File: src/rtl/posit_accum_slot_sched_es3.sv
// Slot scheduler that time-multiplexes one ES3 posit accumulator loop among LAT contexts.
// Optional POSIT_ACCUM_SCHED_TRUNC_STICKY_EN: per-slot sticky truncation covering the whole vector.
module posit_accum_slot_sched_es3 #(
    parameter int unsigned W   = 264,
    parameter int unsigned LAT = 16,
    parameter int unsigned CW  = 4,
    parameter int unsigned NW  = 16
) (
    input  logic           clk,
    input  logic           rst,
    input  logic           in_valid,
    output logic           in_ready,
    input  logic [CW-1:0]  in_ctx,
    input  logic [W-1:0]   in_data,
    input  logic           in_last,
    output logic [W-1:0]   acc_in1,
    output logic           acc_start,
    input  logic [W-1:0]   acc_result,
    input  logic           acc_truncated,
    output logic           out_valid,
    output logic [CW-1:0]  out_ctx,
    output logic [W-1:0]   out_data,
    output logic           out_truncated,
    output logic [NW-1:0]  out_count,
    output logic [LAT-1:0] slot_busy,
    output logic [LAT-1:0] slot_dead
);

    typedef enum logic [1:0] {StIdle, StAccum, StDrain, StDead} slot_state_e;

    localparam logic [W-1:0] SIGN_FLIP = {1'b1, {(W-1){1'b0}}};

    logic [CW-1:0] ph;
    slot_state_e   state_q [LAT];
    logic [NW-1:0] count_q [LAT];
    slot_state_e   cur;
    slot_state_e   state_d;
    logic [NW-1:0] count_d;
    logic          accept;
    logic          fire;
    logic          trunc_now;

`ifdef POSIT_ACCUM_SCHED_TRUNC_STICKY_EN
    logic sticky_q [LAT];
    logic sticky_d;
`endif

    always_ff @(posedge clk or posedge rst) begin
        if (rst) begin
            ph <= '0;
        end else if (ph == CW'(LAT - 1)) begin
            ph <= '0;
        end else begin
            ph <= ph + 1'b1;
        end
    end

    always_comb begin
        cur       = state_q[ph];
        state_d   = cur;
        count_d   = count_q[ph];
        acc_in1   = '0;
        acc_start = 1'b0;
        fire      = 1'b0;
        in_ready  = (in_ctx == ph) && (int'(in_ctx) < int'(LAT))
                    && ((cur == StIdle) || (cur == StAccum));
        accept    = in_valid && in_ready;
        case (cur)
            StIdle, StAccum: begin
                if (accept) begin
                    acc_in1   = in_data;
                    acc_start = 1'b1;
                    state_d   = in_last ? StDrain : StAccum;
                    if (cur == StIdle) begin
                        count_d = NW'(1);
                    end else if (count_q[ph] != '1) begin
                        count_d = count_q[ph] + NW'(1);
                    end
                end
            end
            StDrain: begin
                fire = 1'b1;
                // An inf sum cannot be cancelled, so the slot is retired instead.
                if (!acc_result[1]) begin
                    acc_in1   = acc_result ^ SIGN_FLIP;
                    acc_start = 1'b1;
                    state_d   = StIdle;
                end else begin
                    state_d = StDead;
                end
            end
            default: ;
        endcase
    end

`ifdef POSIT_ACCUM_SCHED_TRUNC_STICKY_EN
    always_comb begin
        trunc_now = sticky_q[ph] | acc_truncated;
        sticky_d  = sticky_q[ph];
        if (cur == StAccum) begin
            sticky_d = sticky_q[ph] | acc_truncated;
        end else if (cur == StDrain) begin
            sticky_d = 1'b0;
        end
    end
`else
    always_comb begin
        trunc_now = acc_truncated;
    end
`endif

    always_ff @(posedge clk or posedge rst) begin
        if (rst) begin
            for (int s = 0; s < int'(LAT); s++) begin
                state_q[s] <= StIdle;
                count_q[s] <= '0;
`ifdef POSIT_ACCUM_SCHED_TRUNC_STICKY_EN
                sticky_q[s] <= 1'b0;
`endif
            end
        end else begin
            state_q[ph] <= state_d;
            count_q[ph] <= count_d;
`ifdef POSIT_ACCUM_SCHED_TRUNC_STICKY_EN
            sticky_q[ph] <= sticky_d;
`endif
        end
    end

    always_ff @(posedge clk or posedge rst) begin
        if (rst) begin
            out_valid     <= 1'b0;
            out_ctx       <= '0;
            out_data      <= '0;
            out_truncated <= 1'b0;
            out_count     <= '0;
        end else begin
            out_valid <= fire;
            if (fire) begin
                out_ctx       <= ph;
                out_data      <= acc_result;
                out_truncated <= trunc_now;
                out_count     <= count_q[ph];
            end
        end
    end

    always_comb begin
        for (int s = 0; s < int'(LAT); s++) begin
            slot_busy[s] = (state_q[s] != StIdle);
            slot_dead[s] = (state_q[s] == StDead);
        end
    end

endmodule

File: config.mk
export PLATFORM = sky130hd
export DESIGN_NAME = posit_accum_slot_sched_es3
export DESIGN_NICKNAME = d
export VERILOG_FILES = /design/src/rtl/posit_accum_slot_sched_es3.sv
export SDC_FILE = /design/constraint.sdc
export NUM_CORES = 1
export LEC_CHECK = 0
export ABC_AREA = 1
export CAP_MARGIN = 10
export CORE_AREA = 10 10 429 431
export DETAILED_ROUTE_END_ITERATION = 16
export DIE_AREA = 0 0 439 441
export PLACE_DENSITY_LB_ADDON = 0.1
export SLEW_MARGIN = 10
export SYNTH_ARGS = -nofsm -noshare
export SYNTH_HDL_FRONTEND = slang
export SYNTH_SLANG_ARGS = --single-unit
File: constraint.sdc
create_clock -name clk -period 60.9 [get_ports clk]
set_clock_uncertainty 0.1 [all_clocks]
set_input_delay 12.18 -clock clk [delete_from_list [all_inputs] [get_ports clk]]
set_output_delay 12.18 -clock clk [all_outputs]
set_load 0.005 [all_outputs]
# --- Yosys cells after proc, flatten, opt, wreduce, memory -nomap -nowiden ---
# Index checks and enable logic that the tools add are counted.
totals:
  regBits: 578
  latchBits: 0
  ram_bits: 0
  romBits: 0
  inputBits: 537
  n_memories: 0
op_classes:
  add_sub_neg: 2
  multipliers: 0
  div: 0
  magnitude_cmp: 2
  n_eq_ne: 21
  shifts: 0
  muxes: 28
  n_bitwise: 2
  n_reduce_logical: 22
ops:
  columns: ["operator", "count"]
  rows:
  - ["$mux W264", 2]
  - ["$pmux W264 S2", 1]
  - ["$bwmux W256", 1]
  - ["$mux W16", 7]
  - ["$bmux W16 S4", 1]
  - ["$demux W16 S4", 1]
  - ["$eq A2 B2 Y1 const B", 17]
  - ["$bwmux W32", 1]
  - ["$reduce_bool A2 Y1", 16]
  - ["$add A16 B1 Y16 const B", 1]
  - ["$ne A16 B16 Y1 const B", 1]
  - ["$mux W2", 6]
  - ["$bmux W2 S4", 1]
  - ["$demux W2 S4", 1]
  - ["$ge A5 B5 Y1 const B", 1]
  - ["$lt A5 B1 Y1 const B", 1]
  - ["$not A4 Y5", 1]
  - ["$add A4 B1 Y4 const B", 1]
  - ["$eq A4 B4 Y1", 1]
  - ["$eq A4 B4 Y1 const B", 1]
  - ["$mux W4", 1]
  - ["$pmux W2 S2", 1]
  - ["$logic_and A1 B1 Y1", 3]
  - ["$mux W1", 3]
  - ["other kinds (6)", 6]

# --- Longest topological paths before layout ---
depth:
  word_depth: 11
  ltp_mapped: 24

# --- Least setup slack after synthesis ---
# Ideal clock, no wire load.
synth_timing:
  kind: "input -> output"
  start: "input in_ctx[1]"
  end: "output acc_in1[157]"
  arrival_time_ps: 13468
  required_ps: 48620
  setup_slack_ps: 35152
  path_stages: 10
  path_buffers: 3
  cell_sequence: "or2_2 -> nand4_1 -> nor3_2 -> nand3_4 -> clkinv_4 -> buf_2 -> buf_4 -> buf_2 -> nand2_1 -> o21ai_0"
synth_via:
  elab_chain_cells: 5
synth_lines:
  columns: ["item", "line_no", "source"]
  rows:
  - ["start, declared", "13", "input logic [CW-1:0] in_ctx,"]
  - ["$eq A4 B4 Y1", "65", "in_ready = (in_ctx == ph) && (int'(in_ctx) < int'(LAT))"]
  - ["$logic_and A1 B1 Y1", "66", "&& ((cur == StIdle) || (cur == StAccum));"]
  - ["$logic_and A1 B1 Y1", "67", "accept = in_valid && in_ready;"]
  - ["$mux W264", "70", "if (accept) begin"]
  - ["$pmux W264 S2", "68", "case (cur)"]
  - ["end, declared", "16", "output logic [W-1:0] acc_in1,"]
# No other way between the ends.

# --- Worst setup path in the final report ---
layout_timing:
  start: "input in_ctx[0]"
  end: "output acc_in1[45]"
# Same word-level chain as after synthesis.

==> impl_metrics.tcl <==
set metrics [dict create \
    layout_common_cells "nand2_1 (2186), clkdlybuf4s50_1 (1119), dfrtp_1 (576)" \
    rows 154 \
    clock_path_buffers 3 \
    clk_pin_slew_ns 0.06 \
    setup_tns_ns 0 \
    grt_max_degree 194 \
    syn_area_per_cell_um2 7.17 \
    finalNonFillerCells 7448 \
    cts_tree "built" \
    synth_top_family_by_area "simple AND/OR/NAND/NOR gates" \
    initial_core_util_pct 16.4 \
    wl_per_cell_um 34.3 \
    die-area_um2 194000 \
    cpLargestDelayFamily "buffers and inverters" \
    synth_compound_area_share_pct 8.17 \
    critPathCaptureType "output pin" \
    comb_power_share_pct 5.5 \
    die_x_um 439 \
    synth_fa_ha_area_share_pct 0.218 \
    drt_iter0_drc 3028 \
    yosys_warnings 0 \
    relSlewSlack_pct 16.6 \
    synthXorXnorAreaFrac_pct 0.122 \
    fin_nets 5565 \
    muxShareOfSynthArea_pct 0 \
    coreArea_um2 175000 \
    hold_violations 0 \
    critPathLaunchType "input port" \
    multi_input_area_um2 12400 \
    grt_antenna_before_repair 72 \
    finalCriticalPeriod_ns 28.58 \
    grt_pass1_wl_mm 326 \
    firstDrtPassIters 5 \
    grt_overflow 0 \
    tightestPinTransition_ns 1.25 \
    synth_cell_types 35 \
    ys_ff_latch 578 \
    io_pins 1121 \
    power.switching_uw 232 \
    cts_resized 0 \
    vias 32100 \
    synthCells 4010 \
    worstPathCellList "clkdlybuf4s50_1 -> or2_0 -> nand4_1 -> nor3_2 -> nand3_4 -> clkinv_8 -> buf_4 -> nand2_1 -> o21ai_1 -> clkdlybuf4s50_1" \
    path_buf_inv 4 \
    rsz0062_at_grt "no" \
    dp_hpwl_mm 205 \
    drv_cap 0 \
    power_frac_clock_pct 53.6 \
    cpPeakStageDelay_ns 0.77 \
    drv_slew 0 \
    grt.total_usage_pct 25.1 \
    dp_cells 7280 \
    postCtsSetupBuffers 0 \
    critical_path.max_fanout 156 \
    fmax_ghz 0.0350 \
    cp.arrival_ns 16.30 \
    cts_root_buf "clkbuf_16" \
    n_fill_cell 19400 \
    syn_area_um2 28800 \
    synth_nets 4552 \
    swShare_pct 24.7 \
    criticalPathCategory "in2out" \
    regArea_um2 14500 \
    irDropWorstVdd_v 0.0000192 \
    critPathSlowestCell "buf_4" \
    detail-route-antenna-nets 0 \
    cp_common_cell "clkdlybuf4s50_1" \
    die_h_um 441 \
    fin_crit_sh_pct 46.9 \
    cts_buffers 81 \
    p_leak_uw 0.0194 \
    place_congestion 0.987 \
    port_buffers 1120 \
    avgViaCountPerCell 4.31 \
    grt_pass1_vias 30800 \
    seqPwrFrac_pct 40.9 \
    layout-drive-gt1-share_pct 4.78 \
    hold_class "reg2reg" \
    wl_mm 255 \
    mostFrequentLayoutCell "nand2_1" \
    synth-seq-area-share_pct 50.3 \
    cts_hold_buffers 0 \
    clkLatencyLatePin_ns 0.72 \
    syn2layout_area_growth_pct 56.5 \
    outcome "finished clean" \
    setup_violations 0 \
    required_ns 48.62 \
    drc_errors 0 \
    yosys.area_share.simple_pct 34.6 \
    internal_power_uw 708 \
    p_per_area_nw_per_um2 20.9 \
    cts.sink_count 578 \
    htreeDepth 3 \
]
==> sequential cells by signal (all words and copies together), names as in the netlist <==
signal,cells
out_data,264
out_truncated,1
count_q,256
ph,4
state_q,32
out_ctx,4
out_count,16
out_valid,1
==> cells in the mapped netlist <==
cell | n | area, µm²
a21oi_1 | 30 | 150
nand3b_4 | 1 | 20.0
ha_1 | 5 | 62.6
nand3_1 | 125 | 626
buf_2 | 114 | 571
buf_1 | 7 | 26.3
nor2_4 | 2 | 22.5
inv_1 | 162 | 608
nand3b_1 | 2 | 15.0
o21ai_0 | 180 | 901
dfrtp_1 | 578 | 14500
buf_4 | 24 | 180
nor3_2 | 1 | 10.0
or2_1 | 1 | 6.26
o31ai_1 | 1 | 7.51
nand3_4 | 1 | 17.5
nor3_4 | 1 | 16.3
clkinv_1 | 9 | 33.8
o21ai_2 | 2 | 17.5
xor2_1 | 4 | 35.0
or2_0 | 1 | 6.26
nand3_2 | 7 | 70.1
nor2_1 | 143 | 537
nand2_1 | 2186 | 8210
buf_6 | 9 | 101
nor4_1 | 1 | 6.26
o211ai_2 | 3 | 37.5
nand4_1 | 37 | 231
o21ai_1 | 247 | 1240
nand2_2 | 13 | 81.3
or2_2 | 9 | 56.3
clkinv_4 | 1 | 8.76
nor2_2 | 3 | 18.8
inv_2 | 9 | 33.8
clkbuf_1 | 91 | 342
==> final cells by class <==
class | count | area share, %
well taps | 2340 | 6.51
inverters | 181 | 1.58
clock inverters | 30 | 1.00
clock buffers | 115 | 5.14
diodes | 23 | 0.128
flip-flops and latches | 578 | 32.1
repair buffers | 1175 | 25.9
multi-input cells | 3006 | 27.6
==> power by group through the flow <==
stage	Combinational (µW)	Sequential (µW)	Clock (µW)
3_5_place_dp	52.0	391	0
6_report	52.1	384	504
5_1_grt	55.0	384	533
3_3_place_gp	52.5	391	0
2_1_floorplan	7.91	392	0
4_1_cts	52.4	384	518
==> cells by family after synthesis <==
| kind of cell | Yosys count |
|---|---|
| fa+ha+maj | 5 |
| xor+xnor | 4 |
| simple gates | 2534 |
| compound gates | 463 |
| flops | 578 |
| buf+inv | 426 |
==> layer usage <==
layer / part of all wire, % / vias up / wire length (µm) / track usage, %
li1: - / 14500 / - / -
met1: 44 / 16000 / 113000 / 33.8
met2: 44 / 1362 / 113000 / 38.4
met3: 9.2 / 221 / 23400 / 8.09
met4: 2.5 / 8 / 6480 / 6.51
met5: 0.026 / - / 67 / 0
==> path summary, 6_finish.rpt <==
check	to	startpoint	cells after the start	slack, ns
min reg2reg	count_q[239]$_DFFE_PP0P_	count_q[239]$_DFFE_PP0P_	2	0.38
max reg2reg	out_data[94]$_DFFE_PP0P_	ph[2]$_DFF_PP0_	13	55.12
max in group asynchronous	out_data[173]$_DFFE_PP0P_	rst	5	45.50
min	count_q[239]$_DFFE_PP0P_	count_q[239]$_DFFE_PP0P_	2	0.38
max	acc_in1[45]	in_ctx[0]	10	32.32
min in group asynchronous	out_data[37]$_DFFE_PP0P_	rst	2	11.90
==> tightest hold or removal path: stages (launching register included) <==
cell     delay, ns
dfrtp_1       0.34
nand2_1       0.05
nand2_1       0.05
==> per-stage QoR <==
| step | setup slack, ns | utilization, % | power, µW | cell area (µm²) | hold slack (ns) |
|---|---|---|---|---|---|
| finish | 32.32 | 25.7 | 940 | 45000 | 0.375 |
| global route | 32.25 | 25.7 | 972 | 45000 | 0.392 |
| CTS | 32.51 | 25.6 | 954 | 44900 | 0.376 |
| detailed placement | 32.51 | 24.1 | 443 | 42200 | 0.360 |
| global placement | 32.46 | 24.1 | 444 | 42200 | 0.357 |
| floorplan | 32.45 | - | 399 | 28800 | 0.344 |
Note: power is estimated with default switching activity, not from simulation.
